<file path="src/rtl/branch_resolve_unit_pkg.sv">
// Shared definitions for the execute-stage branch resolver.
// Holds the branch funct3 encodings and the redirect FSM state type.
package branch_pkg;

    localparam logic [2:0] F3_BEQ  = 3'b000;
    localparam logic [2:0] F3_BNE  = 3'b001;
    localparam logic [2:0] F3_BLT  = 3'b100;
    localparam logic [2:0] F3_BGE  = 3'b101;
    localparam logic [2:0] F3_BLTU = 3'b110;
    localparam logic [2:0] F3_BGEU = 3'b111;

    typedef enum logic [1:0] {
        IDLE     = 2'd0,
        REDIRECT = 2'd1,
        FLUSH    = 2'd2
    } br_state_t;

endpackage

</file>
<file path="src/rtl/branch_resolve_unit_sat_counter.sv">
// Saturating up-counter: increments by one per cycle with inc high and sticks at all-ones.
// Synchronous active-high reset to zero.
module sat_counter #(
    parameter int CNT_WIDTH = 16
) (
    input  logic                 clk,
    input  logic                 rst,
    input  logic                 inc,
    output logic [CNT_WIDTH-1:0] count
);

    localparam logic [CNT_WIDTH-1:0] ONE = {{(CNT_WIDTH-1){1'b0}}, 1'b1};

    logic [CNT_WIDTH-1:0] count_q;

    always_ff @(posedge clk) begin
        if (rst) begin
            count_q <= '0;
        end else if (inc && (count_q != '1)) begin
            count_q <= count_q + ONE;
        end
    end

    assign count = count_q;

endmodule

</file>
<file path="src/rtl/branch_resolve_unit.sv">
// Resolves branches/JAL/JALR in EX, issues a registered PC redirect to fetch and flushes IF/ID.
// Redirect is held (with EX stalled) until fetch accepts; FLUSH_CYCLES bubbles then follow.
module branch_resolve_unit
    import branch_pkg::*;
#(
    parameter int DATA_WIDTH   = 32,
    parameter int FLUSH_CYCLES = 2,
    parameter int CNT_WIDTH    = 16
) (
    input  logic                  clk,
    input  logic                  rst,
    input  logic                  ex_valid,
    input  logic                  ex_is_branch,
    input  logic                  ex_is_jal,
    input  logic                  ex_is_jalr,
    input  logic [2:0]            ex_funct3,
    input  logic [DATA_WIDTH-1:0] ex_target,
    input  logic [DATA_WIDTH-1:0] ALUResult,
    input  logic                  Zero,
    input  logic                  N,
    input  logic                  C,
    input  logic                  V,
    output logic                  redirect_valid,
    output logic [DATA_WIDTH-1:0] redirect_pc,
    input  logic                  redirect_ready,
    output logic                  target_misalign,
    output logic                  flush,
    output logic                  stall_ex,
    output logic                  illegal_branch,
    output logic [CNT_WIDTH-1:0]  branch_count,
    output logic [CNT_WIDTH-1:0]  taken_count
);

    br_state_t             state_q, state_d;
    logic [2:0]            bub_q, bub_d;
    logic                  rv_q, rv_d;
    logic [DATA_WIDTH-1:0] pc_q, pc_d;
    logic                  mis_q, mis_d;
    logic                  ill_q, ill_d;

    logic                  cond_taken;
    logic                  f3_bad;
    logic                  type_any;
    logic                  type_multi;
    logic                  resolve_en;
    logic                  resolved;
    logic                  taken;
    logic                  accept;
    logic [DATA_WIDTH-1:0] target;

    // JALR clears bit 0 of the computed address, so that bit never matters.
    logic unused_alu_lsb;
    assign unused_alu_lsb = ALUResult[0];

    always_comb begin
        cond_taken = 1'b0;
        f3_bad     = 1'b0;
        case (ex_funct3)
            F3_BEQ:  cond_taken = Zero;
            F3_BNE:  cond_taken = ~Zero;
            F3_BLT:  cond_taken = N ^ V;
            F3_BGE:  cond_taken = ~(N ^ V);
            F3_BLTU: cond_taken = C;
            F3_BGEU: cond_taken = ~C;
            default: f3_bad     = 1'b1;
        endcase

        type_any   = ex_is_branch | ex_is_jal | ex_is_jalr;
        type_multi = (ex_is_branch & ex_is_jal) | (ex_is_branch & ex_is_jalr) |
                     (ex_is_jal & ex_is_jalr);
        resolve_en = (state_q == IDLE) && ex_valid;
        resolved   = resolve_en && type_any && !type_multi && !(ex_is_branch && f3_bad);
        taken      = resolved && (ex_is_jal || ex_is_jalr || cond_taken);
        ill_d      = resolve_en && (type_multi || (ex_is_branch && f3_bad));
        target     = ex_is_jalr ? {ALUResult[DATA_WIDTH-1:1], 1'b0} : ex_target;
        accept     = (state_q == REDIRECT) && redirect_ready;
    end

    always_comb begin
        state_d = state_q;
        bub_d   = bub_q;
        rv_d    = rv_q;
        pc_d    = pc_q;
        mis_d   = mis_q;
        case (state_q)
            IDLE: begin
                if (taken) begin
                    state_d = REDIRECT;
                    rv_d    = 1'b1;
                    pc_d    = target;
                    mis_d   = target[1];
                end
            end
            REDIRECT: begin
                if (redirect_ready) begin
                    rv_d  = 1'b0;
                    mis_d = 1'b0;
                    if (FLUSH_CYCLES == 1) begin
                        state_d = IDLE;
                        bub_d   = 3'd0;
                    end else begin
                        state_d = FLUSH;
                        bub_d   = 3'(FLUSH_CYCLES - 1);
                    end
                end
            end
            FLUSH: begin
                if (bub_q <= 3'd1) begin
                    state_d = IDLE;
                    bub_d   = 3'd0;
                end else begin
                    bub_d = bub_q - 3'd1;
                end
            end
            default: begin
                state_d = IDLE;
                bub_d   = 3'd0;
                rv_d    = 1'b0;
                mis_d   = 1'b0;
            end
        endcase
    end

    always_ff @(posedge clk) begin
        if (rst) begin
            state_q <= IDLE;
            bub_q   <= 3'd0;
            rv_q    <= 1'b0;
            pc_q    <= '0;
            mis_q   <= 1'b0;
            ill_q   <= 1'b0;
        end else begin
            state_q <= state_d;
            bub_q   <= bub_d;
            rv_q    <= rv_d;
            pc_q    <= pc_d;
            mis_q   <= mis_d;
            ill_q   <= ill_d;
        end
    end

    sat_counter #(.CNT_WIDTH(CNT_WIDTH)) u_branch_cnt (
        .clk   (clk),
        .rst   (rst),
        .inc   (resolved),
        .count (branch_count)
    );

    sat_counter #(.CNT_WIDTH(CNT_WIDTH)) u_taken_cnt (
        .clk   (clk),
        .rst   (rst),
        .inc   (taken),
        .count (taken_count)
    );

    assign redirect_valid  = rv_q;
    assign redirect_pc     = pc_q;
    assign target_misalign = mis_q;
    assign stall_ex        = (state_q == REDIRECT);
    // Flush starts combinationally in the accept cycle so IF/ID never sees a wrong-path slot.
    assign flush           = accept || (state_q == FLUSH);
    assign illegal_branch  = ill_q;

endmodule

</file>
<file path="config.mk">
export PLATFORM = sky130hd
export DESIGN_NAME = branch_resolve_unit
export DESIGN_NICKNAME = d
export VERILOG_FILES = /design/src/rtl/branch_resolve_unit_pkg.sv /design/src/rtl/branch_resolve_unit_sat_counter.sv /design/src/rtl/branch_resolve_unit.sv
export SDC_FILE = /design/constraint.sdc
export NUM_CORES = 1
export LEC_CHECK = 0
export ABC_AREA = 1
export CAP_MARGIN = 20
export CORE_ASPECT_RATIO = 1.2
export CORE_MARGIN = 4
export CORE_UTILIZATION = 45
export CTS_CLUSTER_SIZE = 20
export DETAILED_ROUTE_END_ITERATION = 12
export HOLD_SLACK_MARGIN = 0.08
export PLACE_DENSITY = 0.84
export SLEW_MARGIN = 20
export SYNTH_ARGS = -nofsm -noshare
export SYNTH_HDL_FRONTEND = slang
export SYNTH_SLANG_ARGS = --single-unit
</file>
<file path="constraint.sdc">
create_clock -name clk -period 2.1 [get_ports clk]
set_input_delay 0.315 -clock clk [delete_from_list [all_inputs] [get_ports clk]]
set_output_delay 0.315 -clock clk [all_outputs]
set_load 0.03 [all_outputs]
</file>
==> impl_metrics.csv <==
group,metric,value,unit
outcome,outcome,"complete, no violations",
job,drv_cap,0,
critical_path,cp_slowest_stage_delay,0.43,ns
timing,fmax,524.4,MHz
timing,period_share,90.81,%
cells_and_area,antenna_cells,0,
cts,clkSinkCount,72,
floorplanning,die_height,109.9,um
floorplanning,start_util,47.00,%
floorplanning,rows,36,
critical_path,crit_path_cell_trace,"inv_1 > ha_1 > nand2_1 > nand2_1 > dlygate4sd2_1",
routing,avgRoutedWirePerCell,13.57,um
cells_and_area,nNetsFinal,768,
routing,antenna_left,0,
global_route,grt_usage,21.87,%
critical_path,path_class,"reg -> out",
cells_and_area,design_area,5680,um^2
critical_path,path_max_fanout,5,
timing,timing.setup.tns,0,ns
power_and_ir_drop,p_clk_share,24.7,%
floorplanning,die_area,10210,um^2
routing,drt_iter0_drc,142,
power_and_ir_drop,switchingPower,1338,uW
critical_path,required,1.78,ns
power_and_ir_drop,internal_power,2599,uW
cts,clkTransAtPathRegs,0.07,ns
timing,period_minus_slack,1.907,ns
global_route,antenna_found_initial,0,
floorplanning,pin_count,147,
logic_synthesis,synth_area_per_cell,7.321,um^2
power_and_ir_drop,p_comb_share,34.8,%
floorplanning,coreArea,8288,um^2
power_and_ir_drop,power_density,693.1,nW/um^2
logic_synthesis,seq_area_frac_synth,37.01,%
cells_and_area,final_cell_mix,"nand2_1 (164), clkdlybuf4s50_1 (143), dfxtp_1 (72), nand3_1 (49), nor2_1 (41)",
critical_path,crit_arrival,1.59,ns
cts,numCtsBuffers,9,
routing,drc,0,
cts,tritoncts,"built",
placed_design,dp_hpwl,8480,um
floorplanning,die_w,92.93,um
routing,viasPerCell,5.068,
power_and_ir_drop,peakVddDrop,440.6,uV
critical_path,slowest_stage,"dlygate4sd2_1",
placed_design,numPortBuffers,145,
critical_path,critPathCaptureType,"output pin",
routing,wl,10860,um
global_route,grt_start_max_net_pins,45,
cts,clk_latency,0.33,ns
power_and_ir_drop,p_sw_share,33.97,%
placed_design,placed_area,5507,um^2
cts,ctsHoldBuffers,0,
critical_path,cp_common_cell,"nand2_1",
cts,root_buffer,"clkbuf_8",
logic_synthesis,synth_warnings,0,
global_route,grt_first_pass_wirelength,18000,um
critical_path,crit_buf_inv,2,
logic_synthesis,synth_cell_types,37,
timing,tightest_slew,0.3758,ns
power_and_ir_drop,power_frac_seq,40.5,%
cells_and_area,syn2layout_area_growth,45.84,%
cells_and_area,final_cells,800,
logic_synthesis,synthCells,532,
timing,hold_viol,0,
logic_synthesis,synth_area,3895,um^2
timing,fin_skew,0.01158,ns
timing,relSlewSlack,74.94,%
placed_design,dp_cells,785,
global_route,first_global_vias,4128,
cts,cts_setup_buffers,0,
power_and_ir_drop,p_leak,0.002390,uW
cells_and_area,nFillCells,720,
global_route,grt-ovfl-total,0,
cts,cts-htree-levels,3,
cts,cts_buffer_depth,2,
logic_synthesis,syn-num-nets,618,
worst_hold_path,hold_class,"reg -> reg",
critical_path,path_delay_family,"buffers and inverters",
routing,dr.pass1.iters,4,
power_and_ir_drop,power,3937,uW
critical_path,startpoint_type,"flip-flop",
timing,setup_viol,0,
logic_synthesis,synth_seq_cells,72,
timing,report.final.slew_viol_count,0,
routing,num_vias,4054,
placed_design,routabilityCongestion,0.8874,
cells_and_area,drive_above_1_share,9.038,%
timing,rsz0062_at_grt,"no",
cells_and_area,mostFrequentLayoutCell,"nand2_1",
-- final timing paths --
kind | start | to | slack [ns] | depth (start not counted)
worst min register to register | redirect_pc[0] | redirect_pc[0] | 0.47 | 2
worst min-delay path | redirect_pc[0] | redirect_pc[0] | 0.47 | 2
worst max-delay path | state_q[1] | flush | 0.19 | 5
worst max register to register | state_q[0] | redirect_pc[6] | 0.35 | 9
-- tightest hold or removal path, cell delays in order, from the launching register on --
cell	delay [ns]
dfxtp_1	0.31
nand2_1	0.06
a21oi_1	0.05
-- layout make-up --
cell class | count | area, um^2 | area share (%)
well taps | 114 | 142.6 | 2.511
inverters | 44 | 167.7 | 2.952
flip-flops and latches | 72 | 1441 | 25.37
clock inverters | 3 | 17.52 | 0.3084
clock buffers | 12 | 155.1 | 2.731
repair buffers | 164 | 1633 | 28.74
multi-input cells | 391 | 2123 | 37.38
-- what timing repair did --
action | in CTS | in global routing
setup endpoints to repair | 1 | 1
resized for setup | 1 | 1
pin swaps | 0 | 0
-- logic make-up after synthesis --
family                     after synthesis  share of synthesized area, %
and+or+nand+nor                        286                         32.57
AOI/OAI and AO/OA                       82                         16.00
adders and majority gates                8                         2.570
xor gates and xnor gates                15                         3.373
DFF                                     72                         37.01
buffers and inverters                   69                         8.481
-- state kept, by name (all words and copies together), names as in the netlist --
name,cells
redirect_pc,32
u_branch_cnt.count,16
u_taken_cnt.count,16
bub_q,3
state_q,2
illegal_branch,1
redirect_valid,1
target_misalign,1
-- power groups by stage --
| stage | Clock (uW) | Sequential (uW) | Combinational [uW] |
|---|---|---|---|
| detailed placement | 0 | 1620 | 1370 |
| floorplan | 0 | 1810 | 601 |
| global route | 1080 | 1610 | 1500 |
| global placement | 0 | 1610 | 1340 |
| finish | 974 | 1600 | 1370 |
| CTS | 1010 | 1600 | 1380 |
-- metal layers --
layer  part of all wire (%)  up-vias  GRT usage [%]  wire (um)
met2                     50      141          38.75       5440
met3                    9.6       14          8.761       1040
met1                     39     1850          23.61       4212
met4                    1.5        0          7.644        163
li1                       -     2049              -          -
met5                      0        -              0          0
-- Yosys cell counts (all sizes together) --
cell type	count	area share (%)
a21oi	32	5.1
a221oi	2	0.45
a31oi	1	0.16
buf	13	3.0
clkbuf	12	1.2
clkinv	1	0.096
dfxtp	72	37
ha	8	2.6
inv	43	4.2
nand2	169	17
nand3	50	6.6
nand3b	2	0.39
nand4	5	0.80
nor2	42	4.2
nor3	10	2.0
nor3b	6	1.4
nor4	2	0.32
o211a	31	8.0
o211ai	2	0.39
o21a	1	0.19
o21ai	13	1.8
xnor2	6	1.3
xor2	9	2.0
-- metrics by stage --
stage / hold slack, ns / setup slack (ns) / util (%)
finish: 0.4683 / 0.1929 / 68.54
global route: 0.5075 / 0.1011 / 68.54
floorplan: 0.4577 / 0.1970 / -
CTS: 0.4733 / 0.03241 / 68.51
global placement: 0.4515 / 0.05359 / 66.44
detailed placement: 0.4627 / 0.01902 / 66.44
Power figures use the tool's default switching activity.
==> variant 1: new RTL, config.mk and constraints unchanged <==
Encoding of `br_state_t`: now one-hot (3 bits for 3 states).
--- a/src/rtl/branch_resolve_unit_pkg.sv
+++ b/src/rtl/branch_resolve_unit_pkg.sv
@@ -11,6 +11,6 @@
 
-    typedef enum logic [1:0] {
-        IDLE     = 2'd0,
-        REDIRECT = 2'd1,
-        FLUSH    = 2'd2
+    typedef enum logic [2:0] {
+        IDLE     = 3'b001,
+        REDIRECT = 3'b010,
+        FLUSH    = 3'b100
     } br_state_t;
Behaviour: no difference found for any inputs over 10 cycles, from zero or initial values and one cycle with rst high; not proved beyond that.
==> variant 1 against the original RTL <==
Sequential cell count is 1 higher. Cell area decreased by 0.66%. Clock power shrank 3.4%. Total power fell by 19%. Worst setup slack better by 0.053 ns. Critical path type unchanged. Worst hold slack better by 0.0028 ns. Fmax increased by 2.8%. Routed wire length grew 1.5%. Area after synthesis fell by 0.16%. Via count grew 4.5%. Synthesized cell count increased by 11%.
==> variant 1: results <==
export IMPL_status="complete, no violations"
export IMPL_timing_fmax_mhz=539.2
export IMPL_crit_family="buffers and inverters"
export IMPL_syn_mean_instance_area_sq_um=6.591
export IMPL_first_global_vias=4137
export IMPL_finClkSkew_ns=0.01306
export IMPL_use_met3_pct=8.077
export IMPL_avgRoutedWirePerCell_um=12.89
export IMPL_grt_antenna_before_repair=0
export IMPL_timing_rr_start="u_branch_cnt.count[0]"
export IMPL_via_per_inst=4.954
export IMPL_crit_fanout=7
export IMPL_nNetsFinal=819
export IMPL_hold_end="target_misalign"
export IMPL_clk_pin_slew_worst_paths_ns=0.08
export IMPL_p_sw_uw=936.8
export IMPL_dp_cells=840
export IMPL_r2r_end="u_branch_cnt.count[14]"
export IMPL_drive_above_1_share_pct=8.637
export IMPL_hold_path_depth=2
export IMPL_ys_seq_area_share_pct=37.58
export IMPL_grt_max_degree=48
export IMPL_diodes=0
export IMPL_fin_cells=855
export IMPL_cpPeakStageDelay_ns=0.72
export IMPL_insertion_delay_ns=0.34
export IMPL_grt_pass1_wl_um=18130
export IMPL_cp_startpoint="u_taken_cnt.count[2]"
export IMPL_use_met1_pct=22.58
export IMPL_grtUsageMet2_pct=40.50
export IMPL_syn_num_nets=672
export IMPL_p_leak_nw=2.260
export IMPL_m1WireLength_um=4207
export IMPL_clkPwrFrac_pct=29.5
export IMPL_drt_iter0_drc=202
export IMPL_dpl_worst_slack_ns=-0.02956
export IMPL_p_comb_uw=756
export IMPL_synth_distinct_cells=33
export IMPL_min_delay_start="target_misalign"
export IMPL_crit_slowest_cell="clkdlybuf4s50_1"
export IMPL_rrSetupSlack_ns=0.29
export IMPL_synthTopCellsByArea="dfxtp_1 38%, nand2_1 18%, nor2_1 8.8%"
export IMPL_wl_met3_um=1020
export IMPL_synth_common_cells="185 x nand2_1, 91 x nor2_1, 73 x dfxtp_1"
export IMPL_irDropWorstVdd_mv=0.3111
export IMPL_grt_total_usage_pct=22.27
export IMPL_crit_end="taken_count[2]"
export IMPL_clock_power_uw=941
export IMPL_postPlaceCellArea_sq_um=5474
export IMPL_cts_root_buf="clkbuf_8"
export IMPL_cp_data_arrival_time_ns=1.54
export IMPL_whs_ns=0.4710
export IMPL_tightest_slew_ns=0.4301
export IMPL_dp_hpwl_um=8631
export IMPL_wl_met2_um=5463
export IMPL_routabilityCongestion=0.9050
==> variant 1: changes by cell type in the layout (fill, tap and decap cells not counted), sizes merged, moves of 3 or more <==
cell / change
nand2: +25
nand3: -24
nor3b: -6
ha: -4
o211a: -31
nor3: +5
o21ai: +32
inv: +4
nand4: +3
nor2: +52
==> variant 1: area by class of cell <==
cell class              instances  area (sq um)
well taps                     114         142.6
flip-flops and latches         73          1461
clock buffers                  12         145.1
multi-input cells             444          2095
repair buffers                162          1605
clock inverters                 3         17.52
fillers                       769          2645
inverters                      47         176.4
==> variant 1: what timing repair did <==
action / CTS / global route
gates resized for setup: 2 / 1
setup buffers: 0 / 0
pin swaps: 0 / 0
setup endpoints to repair: 2 / 1
==> variant 1: cell families (layout without fill, tap and decap cells) <==
family          Yosys count  count (layout)  share of synthesized area, %
compound gates           85              85                         12.19
flops                    73              73                         37.58
fa+ha+maj                 4               4                         1.287
buf+inv                  73             224                         8.687
xor+xnor                 17              17                         3.829
simple gates            338             338                         36.42
==> variant 2: new RTL, config.mk and constraints unchanged <==
Made on the original files. `CNT_WIDTH` is set to 16 in 2 places; all go to 20.
--- a/src/rtl/branch_resolve_unit_sat_counter.sv
+++ b/src/rtl/branch_resolve_unit_sat_counter.sv
@@ -3,3 +3,3 @@
 module sat_counter #(
-    parameter int CNT_WIDTH = 16
+    parameter int CNT_WIDTH = 20
 ) (
--- a/src/rtl/branch_resolve_unit.sv
+++ b/src/rtl/branch_resolve_unit.sv
@@ -7,3 +7,3 @@
     parameter int FLUSH_CYCLES = 2,
-    parameter int CNT_WIDTH    = 16
+    parameter int CNT_WIDTH    = 20
 ) (
Interface: changed (resized branch_count and taken_count); port bits go from 147 to 155. No check against the original RTL was run, so the function may have changed too.
==> variant 2 against the original RTL <==
Final cell count up 14%. Area after synthesis up 12%. Die area up 11%. Critical path type is now reg2reg. Clock skew down 0.0062 ns. Via count up 16%. Worst setup slack worse by 0.073 ns. Fmax down 3.7%. Global-route usage up 1.1 points. Sequential cell count up 8. Total power up 22%. First-iteration DRC count up 100%. Largest cell class unchanged. Cell area up 14%. Count of clock-buffer cells in the layout down 1. Routed wire length up 19%.
==> variant 2: results <==
export IMPL_diodes=0
export IMPL_setup_viol=0
export IMPL_grt_pass1_wl_um=21360
export IMPL_grt_max_degree=37
export IMPL_nNetsFinal=874
export IMPL_cp_data_arrival_time_ns=2.24
export IMPL_drtPass1Iterations=5
export IMPL_vias=4717
export IMPL_syn_num_nets=715
export IMPL_rr_worst_depth=10
export IMPL_finClkSkew_ns=0.005353
export IMPL_status="complete, no violations"
export IMPL_timing_rr_start="u_branch_cnt.count[1]"
export IMPL_dp_hpwl_um=9924
export IMPL_dpl_worst_slack_ns=-0.05769
export IMPL_fill_cells=800
export IMPL_ys_flop_type="dfxtp_1"
export IMPL_synth_common_cells="216 x nand2_1, 80 x dfxtp_1, 51 x nand3_1"
export IMPL_synth_distinct_cells=32
export IMPL_irDropWorstVdd_mv=0.4653
export IMPL_p_leak_nw=2.622
export IMPL_crit_fanout=16
export IMPL_largest_reg_flops=32
export IMPL_synthTopCellsByArea="dfxtp_1 37%, nand2_1 19%, o211a_1 6.9%"
export IMPL_drt_iter0_drc=291
export IMPL_routabilityCongestion=0.9061
export IMPL_tightest_slew_ns=0.4205
export IMPL_ys_seq_area_share_pct=36.74
export IMPL_drive_above_1_share_pct=6.321
export IMPL_grt_total_usage_pct=22.95
export IMPL_cts_root_buf="clkbuf_16"
export IMPL_r2r_end="u_branch_cnt.count[5]"
export IMPL_avgRoutedWirePerCell_um=14.10
export IMPL_hold_end="redirect_pc[0]"
export IMPL_ys_warn_count=0
export IMPL_rrSetupSlack_ns=0.12
export IMPL_port_buffers=153
==> variant 2: cell count changes after synthesis, sizes merged, moves of 4 or more <==
cell | before | now
nand4 | 5 | 11
dfxtp | 72 | 80
nor3 | 10 | 19
xor2 | 9 | 17
nor3b | 6 | 2
nand2 | 169 | 218
a21oi | 32 | 47
inv | 43 | 49
==> variant 2: how the worst max path moves through the flow <==
stage                                     start                     to  slack (ns)
final                     u_branch_cnt.count[1]  u_branch_cnt.count[5]        0.12
after global routing                 state_q[1]                  flush       0.005
after CTS                            state_q[1]               stall_ex       0.007
after detailed placement           ex_funct3[0]  u_taken_cnt.count[16]       -0.06
after global placement             ex_funct3[0]  u_taken_cnt.count[11]        0.05
after floorplan           u_branch_cnt.count[0]  u_branch_cnt.count[0]        0.05
==> variant 2: timing repair <==
action	4_1_cts	5_1_grt
setup buffers	0	0
resized for setup	1	3
hold endpoints to repair	0	0
setup endpoints to repair	1	4
==> variant 2: layer usage <==
layer	share of wire (%)	wire length [um]	track usage, %
met4	2.9	374	10.43
met3	9.0	1163	7.465
met1	38	4914	24.43
met2	50	6435	41.42
met5	0	0	0
==> variant 2: logic make-up (layout without fill, tap and decap cells) <==
family | after synthesis | after routing | synth area share [%]
simple gates | 347 | 347 | 33.78
compound gates | 89 | 89 | 13.95
flops | 80 | 80 | 36.74
buf+inv | 79 | 241 | 8.008
xor+xnor | 26 | 26 | 5.224
fa+ha+maj | 8 | 8 | 2.296
==> variant 2: per-stage QoR <==
stage,instances,cell area [sq um],hold slack (ns),utilization [%]
after floorplan,629,4359,0.4444,-
after global placement,900,6116,0.4545,64.27
after detailed placement,900,6116,0.4657,64.27
after CTS,914,6457,0.4745,67.86
after global routing,914,6467,0.4969,67.97
final,914,6467,0.4717,67.97
==> variant 2: layout make-up <==
cell class	instances	area [sq um]	share of cell area [%]
clock buffers	11	252.7	3.908
multi-input cells	470	2416	37.36
repair buffers	175	1748	27.03
flip-flops and latches	80	1602	24.76
inverters	52	205.2	3.173
clock inverters	3	90.09	1.393
well taps	123	153.9	2.380
==> variant 2: critical path, cell delays in order (launching register included) <==
cell and delay [ns]:
dfxtp_1 0.42, ha_2 0.27, nand2_1 0.11, nor2_2 0.15
nand4_1 0.23, o21ai_2 0.23, inv_2 0.08, buf_12 0.15
nand3_1 0.06, nand2_1 0.06, a21oi_1 0.14
==> variant 2: power breakdown <==
part,switching (mW),total (mW),leakage (nW),internal [mW]
sequential,0.0734,1.71,0.650,1.64
clock,0.599,1.81,0.168,1.21
combinational,0.708,1.26,1.80,0.554
